File: src/rtl/mem_stage.sv
// ---------------------------------------------------------------------------
// mem_stage -- memory stage of the core pipeline.
//
// Holds the EX/MEM pipeline latch and a load/store unit that talks to data
// memory over a request/grant/response handshake. Stores are formatted into
// byte lanes and load data is extracted and sign/zero extended. While an
// access is outstanding, stall tells execute to hold its outputs and tells
// writeback not to capture.
//
// Ports:
//   clk, rstn                 clock, asynchronous active-low reset
//   branch_taken_in, rdn_in,  execute-stage results, captured when stall=0
//   pc_in, branch_addr_in,
//   rs2d_in, alu_out_in       (alu_out_in is the effective address of mem ops)
//   mem_en, mem_we,           memory op controls: enable, 1=store/0=load,
//   mem_size, mem_unsigned    size (00 byte, 01 half, 10 word, 11 illegal),
//                             zero-extend loads
//   dmem_req, dmem_we,        data-memory request, driven from latch registers
//   dmem_addr, dmem_wdata,
//   dmem_be
//   dmem_gnt, dmem_rvalid,    data-memory grant and load response
//   dmem_rdata
//   branch_taken, rdn, pc,    latched copies for writeback
//   branch_addr
//   wb_data                   load data while waiting on memory, else alu_out
//   misaligned                latched op is a misaligned or illegal mem op
//   stall                     upstream hold / downstream do-not-capture
// ---------------------------------------------------------------------------
module mem_stage #(
    parameter int WordSize = 32
) (
    input  logic                  clk,
    input  logic                  rstn,
    input  logic                  branch_taken_in,
    input  logic [4:0]            rdn_in,
    input  logic [WordSize-1:0]   pc_in,
    input  logic [WordSize-1:0]   branch_addr_in,
    input  logic [WordSize-1:0]   rs2d_in,
    input  logic [WordSize-1:0]   alu_out_in,
    input  logic                  mem_en,
    input  logic                  mem_we,
    input  logic [1:0]            mem_size,
    input  logic                  mem_unsigned,
    output logic                  dmem_req,
    output logic                  dmem_we,
    output logic [WordSize-1:0]   dmem_addr,
    output logic [WordSize-1:0]   dmem_wdata,
    output logic [WordSize/8-1:0] dmem_be,
    input  logic                  dmem_gnt,
    input  logic                  dmem_rvalid,
    input  logic [WordSize-1:0]   dmem_rdata,
    output logic                  branch_taken,
    output logic [4:0]            rdn,
    output logic [WordSize-1:0]   pc,
    output logic [WordSize-1:0]   branch_addr,
    output logic [WordSize-1:0]   wb_data,
    output logic                  misaligned,
    output logic                  stall
);

    localparam int Lanes = WordSize / 8;

    typedef enum logic [1:0] {
        ST_IDLE,
        ST_REQ,
        ST_WAIT
    } state_t;

    state_t                r_state;
    state_t                w_state_next;

    logic                  r_branch_taken;
    logic [4:0]            r_rdn;
    logic [WordSize-1:0]   r_pc;
    logic [WordSize-1:0]   r_branch_addr;
    logic [WordSize-1:0]   r_rs2d;
    logic [WordSize-1:0]   r_alu_out;
    logic                  r_mem_we;
    logic [1:0]            r_mem_size;
    logic                  r_mem_unsigned;
    logic                  r_misaligned;

    logic                  w_illegal;
    logic                  w_cap_mem;
    logic                  w_stall;
    logic [7:0]            w_rbyte;
    logic [15:0]           w_rhalf;
    logic [WordSize-1:0]   w_load_data;
    logic [WordSize-1:0]   w_wdata;
    logic [Lanes-1:0]      w_be;

    // Alignment check on the incoming op
    always_comb begin
        w_illegal = 1'b0;
        case (mem_size)
            2'b00:   w_illegal = 1'b0;
            2'b01:   w_illegal = alu_out_in[0];
            2'b10:   w_illegal = (alu_out_in[1:0] != 2'b00);
            default: w_illegal = 1'b1;
        endcase
    end

    assign w_cap_mem = mem_en & ~w_illegal;

    // EX/MEM latch: captures on every edge the stage is not stalled
    always_ff @(posedge clk or negedge rstn) begin
        if (!rstn) begin
            r_branch_taken <= 1'b0;
            r_rdn          <= '0;
            r_pc           <= '0;
            r_branch_addr  <= '0;
            r_rs2d         <= '0;
            r_alu_out      <= '0;
            r_mem_we       <= 1'b0;
            r_mem_size     <= '0;
            r_mem_unsigned <= 1'b0;
            r_misaligned   <= 1'b0;
        end else if (!w_stall) begin
            r_branch_taken <= branch_taken_in;
            // An illegal mem op must not write back, so its rd is squashed
            r_rdn          <= (mem_en && w_illegal) ? '0 : rdn_in;
            r_pc           <= pc_in;
            r_branch_addr  <= branch_addr_in;
            r_rs2d         <= rs2d_in;
            r_alu_out      <= alu_out_in;
            r_mem_we       <= mem_we;
            r_mem_size     <= mem_size;
            r_mem_unsigned <= mem_unsigned;
            r_misaligned   <= mem_en && w_illegal;
        end
    end

    always_ff @(posedge clk or negedge rstn) begin
        if (!rstn) begin
            r_state <= ST_IDLE;
        end else begin
            r_state <= w_state_next;
        end
    end

    // Next state and stall. Whenever the stage is not stalled a new op is
    // captured on the same edge, so the completing cycle of one access can
    // launch the next straight into REQ.
    always_comb begin
        w_state_next = r_state;
        w_stall      = 1'b0;
        case (r_state)
            ST_REQ: begin
                w_stall = ~(dmem_gnt & r_mem_we);
                if (dmem_gnt && !r_mem_we) begin
                    w_state_next = ST_WAIT;
                end
            end
            ST_WAIT: begin
                w_stall = ~dmem_rvalid;
            end
            default: begin
                w_stall = 1'b0;
            end
        endcase
        if (!w_stall) begin
            w_state_next = w_cap_mem ? ST_REQ : ST_IDLE;
        end
    end

    // Store formatting: data replicated across lanes, enables select lanes
    always_comb begin
        w_wdata = r_rs2d;
        w_be    = '1;
        case (r_mem_size)
            2'b00: begin
                w_wdata = {Lanes{r_rs2d[7:0]}};
                w_be    = {{(Lanes-1){1'b0}}, 1'b1} << r_alu_out[1:0];
            end
            2'b01: begin
                w_wdata = {(Lanes/2){r_rs2d[15:0]}};
                w_be    = r_alu_out[1] ? 4'b1100 : 4'b0011;
            end
            default: begin
                w_wdata = r_rs2d;
                w_be    = '1;
            end
        endcase
    end

    // Load extraction
    assign w_rbyte = dmem_rdata[{r_alu_out[1:0], 3'b000} +: 8];
    assign w_rhalf = dmem_rdata[{r_alu_out[1], 4'b0000} +: 16];

    always_comb begin
        w_load_data = dmem_rdata;
        case (r_mem_size)
            2'b00: w_load_data = r_mem_unsigned ? {{(WordSize-8){1'b0}}, w_rbyte}
                                                : {{(WordSize-8){w_rbyte[7]}}, w_rbyte};
            2'b01: w_load_data = r_mem_unsigned ? {{(WordSize-16){1'b0}}, w_rhalf}
                                                : {{(WordSize-16){w_rhalf[15]}}, w_rhalf};
            default: w_load_data = dmem_rdata;
        endcase
    end

    assign dmem_req     = (r_state == ST_REQ);
    assign dmem_we      = r_mem_we;
    assign dmem_addr    = {r_alu_out[WordSize-1:2], 2'b00};
    assign dmem_wdata   = w_wdata;
    assign dmem_be      = w_be;

    assign branch_taken = r_branch_taken;
    assign rdn          = r_rdn;
    assign pc           = r_pc;
    assign branch_addr  = r_branch_addr;
    assign wb_data      = (r_state == ST_WAIT) ? w_load_data : r_alu_out;
    assign misaligned   = r_misaligned;
    assign stall        = w_stall;

endmodule

File: config.mk
export PLATFORM = sky130hd
export DESIGN_NAME = mem_stage
export DESIGN_NICKNAME = d
export VERILOG_FILES = /design/src/rtl/mem_stage.sv
export SDC_FILE = /design/constraint.sdc
export NUM_CORES = 1
export LEC_CHECK = 0
export ABC_AREA = 1
export CAP_MARGIN = 20
export CORE_UTILIZATION = 25
export CTS_BUF_LIST = sky130_fd_sc_hd__clkbuf_2
export DETAILED_ROUTE_END_ITERATION = 6
export GPL_ROUTABILITY_DRIVEN = 1
export PLACE_DENSITY = 0.65
export SLEW_MARGIN = 20
export SYNTH_ARGS = -nofsm -noshare
export SYNTH_HDL_FRONTEND = slang
export SYNTH_SLANG_ARGS = --single-unit
File: constraint.sdc
create_clock -name clk -period 3.7 [get_ports clk]
set_input_delay 0.74 -clock clk [delete_from_list [all_inputs] [get_ports clk]]
set_output_delay 0.74 -clock clk [all_outputs]
set_load 0.01 [all_outputs]
; After elaboration in Yosys (flattened, before gate mapping)
; Cells that the tools add are included.
[totals]
ff_bits = 141
input_bits = 175
output_inout_bits = 174
[op_classes]
n_eq_ne = 7
shift = 3
muxes = 14
n_bitwise = 5
reduce_logical = 7
[ops]
columns = op, n
row1 = $pmux W32 S2, 2
row2 = $mux W32, 3
row3 = $shiftx A32 B6 Y16, 1
row4 = $shiftx A32 B6 Y8, 1
row5 = $pmux W4 S2, 1
row6 = $eq A2 B1 Y1 const B, 3
row7 = $mux W2, 3
row8 = $mux W5, 1
row9 = $eq A2 B2 Y1 const B, 2
row10 = $logic_not A2 Y1, 2
row11 = $mux W4, 1
row12 = $shl A1 B2 Y4 const A, 1
row13 = $not A1 Y1, 3
row14 = $pmux W1 S3, 1
row15 = $and A1 B1 Y1, 2
row16 = $logic_and A1 B1 Y1, 2
row17 = $ne A2 B1 Y1 const B, 1
row18 = $ne A2 B2 Y1 const B, 1
row19 = $pmux W1 S2, 1
row20 = $reduce_and A2 Y1, 1
row21 = $reduce_bool A2 Y1, 1
row22 = $logic_not A1 Y1, 1
row23 = $mux W1, 1

; Depth between registers and ports, before layout
; Gate-level depths: netlist (run 1).
[logic_depth]
depth_word = 6
ltp_mapped = 10
mapped_depth_nobuf = 9

; Worst setup path before layout (run 1)
; OpenSTA, ideal clock, no wires.
[synth_timing]
path_type = input-to-output
start = input port dmem_rdata[15]
end = output port wb_data[21]
arrival_ns = 1.558
required_ns = 2.960
setup_slack_ns = 1.402
cell_stages = 7
path_buffers = 1
path_cell_list = inv_1 > o21ai_0 > nand3_2 > buf_2 > nand3_1 > nand2_1 > inv_1
[synth_via]
elab_chain_len = 4
[synth_lines]
columns = element, line
row1 = "start, declared", 51  ; input logic [WordSize-1:0] dmem_rdata,
row2 = $shiftx A32 B6 Y16 / $shiftx A32 B6 Y8 (equally long branches), "188, 187"
row3 = $mux W32 (on tied branches), "195, 193"
row4 = $pmux W32 S2 (*), 192  ; case (r_mem_size)
row5 = $mux W32 (*), 211  ; assign wb_data = (r_state == ST_WAIT) ? w_load_data : r_alu_out;
row6 = "end, declared", 56  ; output logic [WordSize-1:0] wb_data,
; Mark *: on every way between the ends. The rest lies on a longest branch, timed or not.

; Worst setup path after layout (run 1)
[layout_timing]
start = register r_mem_size[1]
end = output port dmem_wdata[15]
[layout_via]
elab_chain_len = 2
[layout_lines]
columns = element, line
row1 = "start, declared", 79  ; logic [1:0] r_mem_size;
row2 = "start signal, assigned", 127  ; r_mem_size <= mem_size;
row3 = $eq A2 B1 Y1 / $logic_not A2 Y1 (equally long branches), 170  ; case (r_mem_size)
row4 = $pmux W32 S2 (*), 170
row5 = "end, declared", 47  ; output logic [WordSize-1:0] dmem_wdata,
; Marks and branches as above.

==> run metrics, run 1 <==
via count 7240; Final setup viols 0; RSZ-0062 raised after global routing false; Synth top area share 49.7%; clock skew after layout 0.0477 ns; # port buffers 346; gr ovfl total 0; top cells by count, synth 428 x nand2_1, 141 x dfrtp_1, 84 x o21ai_0; Routed wire per std cell 15.6 µm; post-synthesis cell type count 22; pwr/cell area 333 nW/µm²; Arrival @ worst endpoint 2.73 ns; Worst Tran Pin Value 1.06 ns; Final Max Slew Viols 0; row cnt 61; final hold viol count 0; total length of routed wires 25700 µm; vias in the first global route 7084; FF-to-FF Start r_state[0]; largest net degree at the start of global routing 187; Detailed Place HPWL 18600 µm; Core Box Area 27900 µm²; crit path to dmem_wdata[15]; Post-Syn Instances 959; Hold Crit Class in2reg; Routed Antenna Nets 0; Max Cap Viol 0; IO Count 349; Logic pwr share 25.9%; Sw Share 33.2%; Post-synth EDFFs 0; initial drt markers 327; YS warnings 0; Worst EP required 2.96 ns; Net Switching 1220 µW; kind of critical path reg2out; Max Root-Sink Buffers 2; total CTS buffers 17; fin crit share 93.7%; Clk pwr share 27.3%; R2R cell count 8; ys flop type dfrtp_1; count leader, synth nand2_1; Seq pwr share 46.8%; FFs w/ async S/R, synth 100%; initial core utilization 25.5%; area growth from synthesis to layout 55.4%; Util after Layout 39.6%; Max IR drop VDD 0.000192 V; Leak 0.00533 µW; routed vias/inst 4.40; syn_area_per_cell 7.41 µm²; crit path from r_mem_size[1]; sequential area share after synthesis 49.7%; Worst-path clk slew 0.29 ns; total negative slack 0 ns; Critical Path Sink Type primary output; post-synth top area cell dfrtp_1; post-layout min period 3.47 ns; synthesis-stage register bit count 141; NumNets Final 1431; fmax 288 MHz; Placer Congestion 0.909; CTS tree yes; antenna violations before repair 2; root buffer cell clkbuf_2; drc violations 0; CP Launch Type flop; outcome finished clean; flop2flop setup slack 1.28 ns; Rel. slew slack 29.5%; synthesized cell area 7100 µm²; GRT Total Usage 17.6%; top fanout value on the critical path 20; H-tree depth 4; Power Internal 2460 µW; Die W 171 µm; die height 171 µm; Hold Slack 0.492 ns; global-route wire length before repair 39300 µm; DIE AREA 29100 µm²; top post-synthesis cells by area dfrtp_1 50%, nand2_1 23%, o21ai_0 5.9%, buf_4 4.8%, inv_1 4.2%; reg-to-reg endpoint misaligned; fraction of layout cells with a size suffix above 1 5.52%; Sink Count 141; clock latency on the worst-skew pair 0.74 ns; total iterations of the first detailed-routing run 4
kinds of logic after synthesis:
group	Yosys count	synth area share, %
simple gates	493	26.8
buf+inv	177	12.2
flops	141	49.7
other cells	1	0.0528
fa+ha+maj	2	0.352
compound gates	145	10.9
area by class of cell:
type | count | area, µm²
fillers | 2893 | 16800
multi-input cells | 642 | 2750
flip-flops and latches | 141 | 3530
diodes | 2 | 5.00
repair buffers | 366 | 3690
well taps | 378 | 473
inverters | 86 | 335
clock inverters | 15 | 166
clock buffers | 17 | 85.1
sequential cells by signal, summed over array words and instances (netlist names), 2 cells and up:
| name | count |
|---|---|
| r_rs2d | 32 |
| branch_addr | 32 |
| rdn | 5 |
| r_mem_size | 2 |
| r_state | 2 |
| pc | 32 |
| r_alu_out | 32 |
through the flow:
stage                     cell area, µm²  cells  worst slack [ns]  power [µW]
after floorplan                     7110    960              1.40        2100
after global placement             10600   1605             0.264        2680
after detailed placement           10600   1605             0.199        2690
after CTS                          11000   1641           0.00776        3740
after global routing               11000   1646           0.00172        3900
final                              11000   1647             0.232        3680
layout by cell type, fill, tap and decap left out, types with 2 or more instances in the layout:
master / netlist / routed
nand2_1: 428 / 426
clkdlybuf4s50_1: 0 / 344
dfrtp_1: 141 / 139
o21ai_0: 84 / 82
inv_1: 80 / 79
a21oi_1: 44 / 44
nor2_1: 31 / 30
nand3_1: 29 / 29
clkbuf_2: 0 / 17
buf_4: 45 / 12
o221ai_1: 8 / 8
inv_6: 0 / 7
o211ai_1: 6 / 6
buf_12: 0 / 5
inv_8: 0 / 4
inv_2: 6 / 3
o21ai_1: 1 / 3
diode_2: 0 / 2
nor2_4: 0 / 2
nand2_4: 0 / 2
clkinv_2: 0 / 2
ha_1: 2 / 2
conb_1: 1 / 2
clkinv_4: 0 / 2
buf_6: 0 / 2
dfrtp_2: 0 / 2
metal layers:
metal	up-vias	share of wire (%)	track usage (%)
met5	-	0	0
met4	0	1.8	5.56
met3	26	8.9	5.27
met2	291	47	29.6
met1	3397	42	21.5
li1	3526	-	-
worst min path at each step:
stage	startpoint	endpoint	slack [ns]	cells after the start
3_3_place_gp	pc[8]	pc[8]	0.45	2
3_5_place_dp	branch_addr[21]	branch_addr[21]	0.46	2
4_1_cts	pc_in[10]	pc[10]	0.39	3
5_1_grt	pc_in[7]	pc[7]	0.38	3
6_report	pc_in[10]	pc[10]	0.49	3
2_1_floorplan	rstn	branch_addr[0]	0.44	0
critical path, stage by stage (launching register included):
cell	delay, ns
dfrtp_2	0.50
buf_4	0.24
nor2_4	0.19
buf_4	0.26
nand2_1	0.09
o21ai_0	0.13
clkdlybuf4s50_1	0.63
timing repair:
action | in CTS | in global routing
resized for setup | 7 | 15
hold endpoints to repair | 58 | 0
pin swaps | 1 | 2
hold buffers | 1 | 0
setup endpoints to repair | 46 | 48
buffers inserted | 3 | 4
power by group through the flow:
stage | Sequential, µW | Clock (µW) | Combinational (µW)
final | 1720 | 1000 | 954
after global routing | 1740 | 1120 | 1040
after CTS | 1720 | 1060 | 955
after detailed placement | 1740 | 0 | 940
after global placement | 1740 | 0 | 934
after floorplan | 1760 | 0 | 345
No activity file was read; power rests on OpenSTA's default activity.
==> inputs of run 2 (changes only) <==
Settings changed: RECOVER_POWER set to 50.
==> run 2 against run 1 <==
- the flow now finishes with violations (max-capacitance violations, max-slew violations)
- combinational power down 0.9%
- clock-buffer cell count unchanged
- final area down 0.37%
- non-clock buffer count unchanged
- critical path depth unchanged
- register-to-register slack worse by 0.95 ns
- via count down 0.26%
- clock skew down 0.00057 ns
- core utilization down 0.15 points
- maximum frequency about the same
- critical endpoint unchanged
==> run metrics, run 2 (same netlist as run 1, synthesis figures left out) <==
RSZ-0062 raised after global routing false; final hold viol count 0 (unchanged); Routed Antenna Nets 0 (unchanged); Placer Congestion 0.909 (unchanged); fillcell total 2899 (+0.21%); Die W 171 µm (unchanged); outcome finished, violations left; row cnt 61 (unchanged); largest net degree at the start of global routing 187 (unchanged); pwr/cell area 334 nW/µm² (+0.13%); fmax 288 MHz (about the same); gr ovfl total 0 (unchanged); R2R cell count 7 (-1); Worst Hold End pc[10]; Core Box Area 27900 µm² (unchanged); fraction of layout cells with a size suffix above 1 5.37% (-0.16 points); Hold Crit Depth 3 (unchanged); GRT Total Usage 17.6% (unchanged); via count 7221 (-0.26%); fin crit share 93.8% (about the same); Max Root-Sink Buffers 2 (unchanged); IO Count 349 (unchanged); Sw Share 33.2% (+0.051 points); reg-to-reg endpoint r_rs2d[0]; root buffer cell clkbuf_2; post-layout min period 3.47 ns (+0.00278 ns); clock skew after layout 0.0471 ns (-0.000572 ns); Max Cap Viol 2 (+2); Final Non-Filler Cells 1647 (unchanged); die height 171 µm (unchanged); top fanout value on the critical path 20 (unchanged); total length of routed wires 25700 µm (about the same); clock latency on the worst-skew pair 0.73 ns (about the same); Logic pwr share 25.8% (about the same); Routed wire per std cell 15.6 µm (about the same); flop2flop setup slack 0.33 ns (-0.95 ns); Rel. slew slack -33.2% (-63 points); antenna violations before repair 2 (unchanged); Leak 0.00531 µW (-0.23%); Final setup viols 0 (unchanged); Critical Path Sink Type primary output; total negative slack 0 ns (unchanged); Sink Count 141 (unchanged); FF-to-FF Start r_state[0]; kind of critical path reg2out; global-route wire length before repair 39300 µm (unchanged); NumNets Final 1431 (unchanged); initial drt markers 327 (unchanged); Final Max Slew Viols 249 (+249); Detailed Place HPWL 18600 µm (unchanged); Hold Crit Start pc_in[10]; Worst-path clk slew 0.29 ns (about the same); Worst EP required 2.96 ns (about the same); CTS tree yes; # port buffers 346 (unchanged); Clk pwr share 27.4% (about the same); vias in the first global route 7084 (unchanged); Power Internal 2450 µW (-0.32%); Max IR drop VDD 0.000192 V (about the same); commonest non-fill, non-tap cells in the layout 426 x nand2_1, 324 x clkdlybuf4s50_1, 139 x dfrtp_1; Worst Tran Pin Value 2.00 ns (+0.941 ns); DIE AREA 29100 µm² (unchanged); CP Launch Type flop; Net Switching 1220 µW (about the same); most common cell after layout, fill and taps aside nand2_1; violated checks max-capacitance violations, max-slew violations; total iterations of the first detailed-routing run 5 (+1); total CTS buffers 17 (unchanged); Seq pwr share 46.9% (about the same); routed vias/inst 4.38 (-0.26%); Arrival @ worst endpoint 2.73 ns (about the same); dpl cells 1605 (unchanged); initial core utilization 25.5% (unchanged); Hold Crit Class in2reg; H-tree depth 4 (unchanged); drc violations 0 (unchanged); area growth from synthesis to layout 54.8%
## run 2: cell count changes in the layout (fill, tap and decap cells not counted), sizes merged
| cell | delta |
|---|---|
| dlygate4sd3 | +20 |
| clkdlybuf4s50 | -20 |
| clkbuf | +5 |
| buf | -5 |
## run 2: final cells by class
type / instances / area (µm²) / share of cell area (%)
clock buffer: 17 / 85.1 / 0.774
inverter: 86 / 335 / 3.05
antenna: 2 / 5.00 / 0.0455
clock inverter: 15 / 166 / 1.51
timing repair buffer: 366 / 3650 / 33.2
sequential: 141 / 3530 / 32.1
multi-input combinational: 642 / 2750 / 25.0
tap: 378 / 473 / 4.30
## run 2: timing repair
item,in CTS,in global routing
hold buffers,1,0
setup endpoints to repair,46,48
pin swaps,1,2
resized for setup,7,15
hold endpoints to repair,58,0
buffers inserted,3,4
## run 2: metrics by stage
stage	util (%)	setup slack [ns]	power [µW]	area, µm²	hold slack (ns)
6_report	39.5	0.229	3670	11000	0.493
5_1_grt	39.5	0.00173	3890	11000	0.380
4_1_cts	39.3	0.00776	3740	11000	0.385
3_5_place_dp	38.1	0.199	2690	10600	0.457
3_3_place_gp	38.1	0.264	2680	10600	0.453
2_1_floorplan	-	1.40	2100	7110	0.442
## run 2: routing by layer
layer / global-route usage (%) / share of wire [%]
met5: 0 / 0
met1: 21.5 / 42
met2: 29.6 / 47
met4: 5.56 / 1.8
met3: 5.27 / 8.8
## run 2: power groups by stage
stage / logic [µW] / registers [µW] / clock network, µW
2_1_floorplan: 345 / 1760 / 0
3_3_place_gp: 934 / 1740 / 0
3_5_place_dp: 940 / 1740 / 0
4_1_cts: 955 / 1720 / 1060
5_1_grt: 1030 / 1730 / 1120
6_report: 945 / 1720 / 1000
## run 2: how the worst max path moves through the flow
stage | startpoint | endpoint | slack (ns) | cells past startpoint
final | r_mem_size[1] | dmem_wdata[15] | 0.23 | 6
after global routing | r_alu_out[1] | wb_data[26] | 0.002 | 10
after CTS | r_mem_size[1] | dmem_wdata[15] | 0.008 | 6
after detailed placement | dmem_rdata[15] | wb_data[29] | 0.20 | 8
after global placement | dmem_rdata[15] | wb_data[29] | 0.26 | 8
after floorplan | dmem_rdata[15] | wb_data[21] | 1.40 | 7
## run 2: worst max-delay path, stage by stage, from the launching register on
cell and delay, ns:
dfrtp_2 0.50, buf_4 0.24, nor2_4 0.20, buf_4 0.26
nand2_1 0.09, o21ai_0 0.13, clkdlybuf4s50_1 0.63
==> inputs of run 3 (changes only) <==
Settings changed: CELL_PAD_IN_SITES_DETAIL_PLACEMENT set to 0, CELL_PAD_IN_SITES_GLOBAL_PLACEMENT set to 1, PLACE_DENSITY 0.65 to 0.85.
==> run 3 against run 2 <==
- the run still ends with max-capacitance violations, max-slew violations left
- power shrank 0.65%
- via count shrank 2.8%
- non-clock buffer count is 4 lower
- maximum frequency up 1.5%
- routed wire length fell by 2.5%
- critical path type unchanged
==> run metrics, run 3 (same netlist as run 1, synthesis figures left out) <==
outcome finished, violations left; violated checks max-capacitance violations, max-slew violations; die height 171 µm (unchanged); total negative slack 0 ns (unchanged); global-route wire length before repair 38300 µm (-2.5%); Routed Antenna Nets 0 (unchanged); drc violations 0 (unchanged); most common cell after layout, fill and taps aside nand2_1; CP cell instances buf_4 > nor2_4 > nand3_1 > buf_4 > a21oi_1 > clkdlybuf4s50_1; DIE AREA 29100 µm² (unchanged); Detailed Place HPWL 18000 µm (-3.3%); Worst Tran Pin Value 1.91 ns (-0.0882 ns); fin area 10900 µm² (-0.47%); commonest non-fill, non-tap cells in the layout 426 x nand2_1, 304 x clkdlybuf4s50_1, 137 x dfrtp_1; fillcell total 2889 (-0.34%); Core Box Area 27900 µm² (unchanged); Final WS setup 0.280 ns (+0.0506 ns); Arrival @ worst endpoint 2.68 ns (-0.05 ns); via count 7017 (-2.8%); Die W 171 µm (unchanged); Crit-path slowest cell clkdlybuf4s50_1; NumNets Final 1427 (-0.28%); CP Launch Type flop; Routed wire per std cell 15.3 µm (-2.2%); Max Root-Sink Buffers 2 (unchanged); GRT Total Usage 17.2% (-0.41 points); Max IR drop VDD 0.000170 V (-11%); antenna violations before repair 2 (unchanged); root buffer cell clkbuf_2; Rel. slew slack -27.3% (+5.9 points); dpl cells 1605 (unchanged); area growth from synthesis to layout 54.1%; top fanout value on the critical path 13 (-35%); Sink Count 141 (unchanged); Final Max Slew Viols 256 (+2.8%); fmax 292 MHz (+1.5%); initial drt markers 444 (+36%); Final setup viols 0 (unchanged); dpl ws 0.206 ns (+0.00686 ns); pwr/cell area 333 nW/µm² (-0.19%); IO Count 349 (unchanged); most used cell, CP buf_4; Worst-path clk slew 0.23 ns (-0.06 ns); initial core utilization 25.5% (unchanged); total CTS buffers 17 (unchanged); Leak 0.00528 µW (-0.60%); Placer Congestion 0.846 (-6.9%); Hold Slack 0.497 ns (+0.00355 ns); # port buffers 346 (unchanged); CP peak stage delay 0.56 ns (-0.07 ns); clock skew after layout 0.0460 ns (-0.00111 ns); Hold Crit Class reg2reg; row cnt 61 (unchanged); fraction of layout cells with a size suffix above 1 5.38% (+0.017 points); CTS tree yes; total iterations of the first detailed-routing run 5 (unchanged); routed vias/inst 4.27 (-2.5%); Critical Path Sink Type primary output; gr ovfl total 0 (unchanged); H-tree depth 4 (unchanged); vias in the first global route 6743 (-4.8%); RSZ-0062 raised after global routing false; total length of routed wires 25100 µm (-2.5%); post-layout min period 3.42 ns (-0.0506 ns); kind of critical path reg2out; DP Area 10600 µm² (unchanged); Final Non-Filler Cells 1642 (-0.30%); largest net degree at the start of global routing 187 (unchanged); fin crit share 92.4% (-1.4 points); clock latency on the worst-skew pair 0.71 ns (-0.02 ns); final hold viol count 0 (unchanged); Worst EP required 2.96 ns (about the same); Max Cap Viol 2 (unchanged)
-- run 3: cell count changes in the layout (fill, tap and decap cells not counted), moves of 2 or more --
cell	change
buf_12	-2
dfrtp_2	+2
inv_6	-2
dlygate4sd3_1	+21
clkdlybuf4s50_1	-20
clkbuf_1	-2
dfrtp_1	-2
-- run 3: stage by stage --
stage	power, µW	utilization (%)
CTS	3720	39.1
global placement	2670	38.1
floorplan	2100	-
detailed placement	2680	38.1
global route	3870	39.3
finish	3640	39.3
-- run 3: power by group --
| group | leakage (µW) | internal [µW] | switching (µW) |
|---|---|---|---|
| Sequential | 0.00165 | 1650 | 68.1 |
| Clock | 0.000153 | 285 | 718 |
| Combinational | 0.00348 | 501 | 420 |
-- run 3: per-layer routing --
layer / global-route usage [%] / up-vias / wire length (µm)
met5: 0 / - / 17
met3: 4.95 / 14 / 2120
met2: 28.3 / 266 / 12000
met4: 3.84 / 2 / 208
met1: 22.2 / 3226 / 10700
li1: - / 3509 / -
-- run 3: cell type report --
class	count	area [µm²]	area share (%)
multi-input cells	642	2760	25.2
clock buffers	17	85.1	0.777
repair buffers	362	3590	32.8
flip-flops and latches	141	3530	32.3
diodes	1	2.50	0.0229
inverters	86	333	3.04
clock inverters	15	168	1.53
well taps	378	473	4.32
-- run 3: worst max-delay path, delay by kind of cell (launching register included) --
kind / cells / cell delay (ns)
and+or+nand+nor: 2 / 0.43
AOI/OAI and AO/OA: 1 / 0.18
DFF: 1 / 0.47
buffers and inverters: 3 / 0.94
-- run 3: repair_timing --
action	4_1_cts	5_1_grt
pin swaps	0	1
buffers inserted	0	3
gates resized for setup	5	13
hold buffers	1	0
hold endpoints to repair	67	0
setup endpoints to repair	48	33
-- run 3: final timing paths --
check                                 from               to  slack (ns)  cells after the start
hold / removal             branch_addr[11]  branch_addr[11]        0.50                      2
hold reg to reg            branch_addr[11]  branch_addr[11]        0.50                      2
setup / recovery             r_mem_size[1]      wb_data[14]        0.28                      6
setup reg to reg                r_state[0]       r_rs2d[25]        0.42                      8
min in group asynchronous             rstn    r_alu_out[11]        0.97                      2
max in group asynchronous             rstn       r_rs2d[27]        1.16                      3
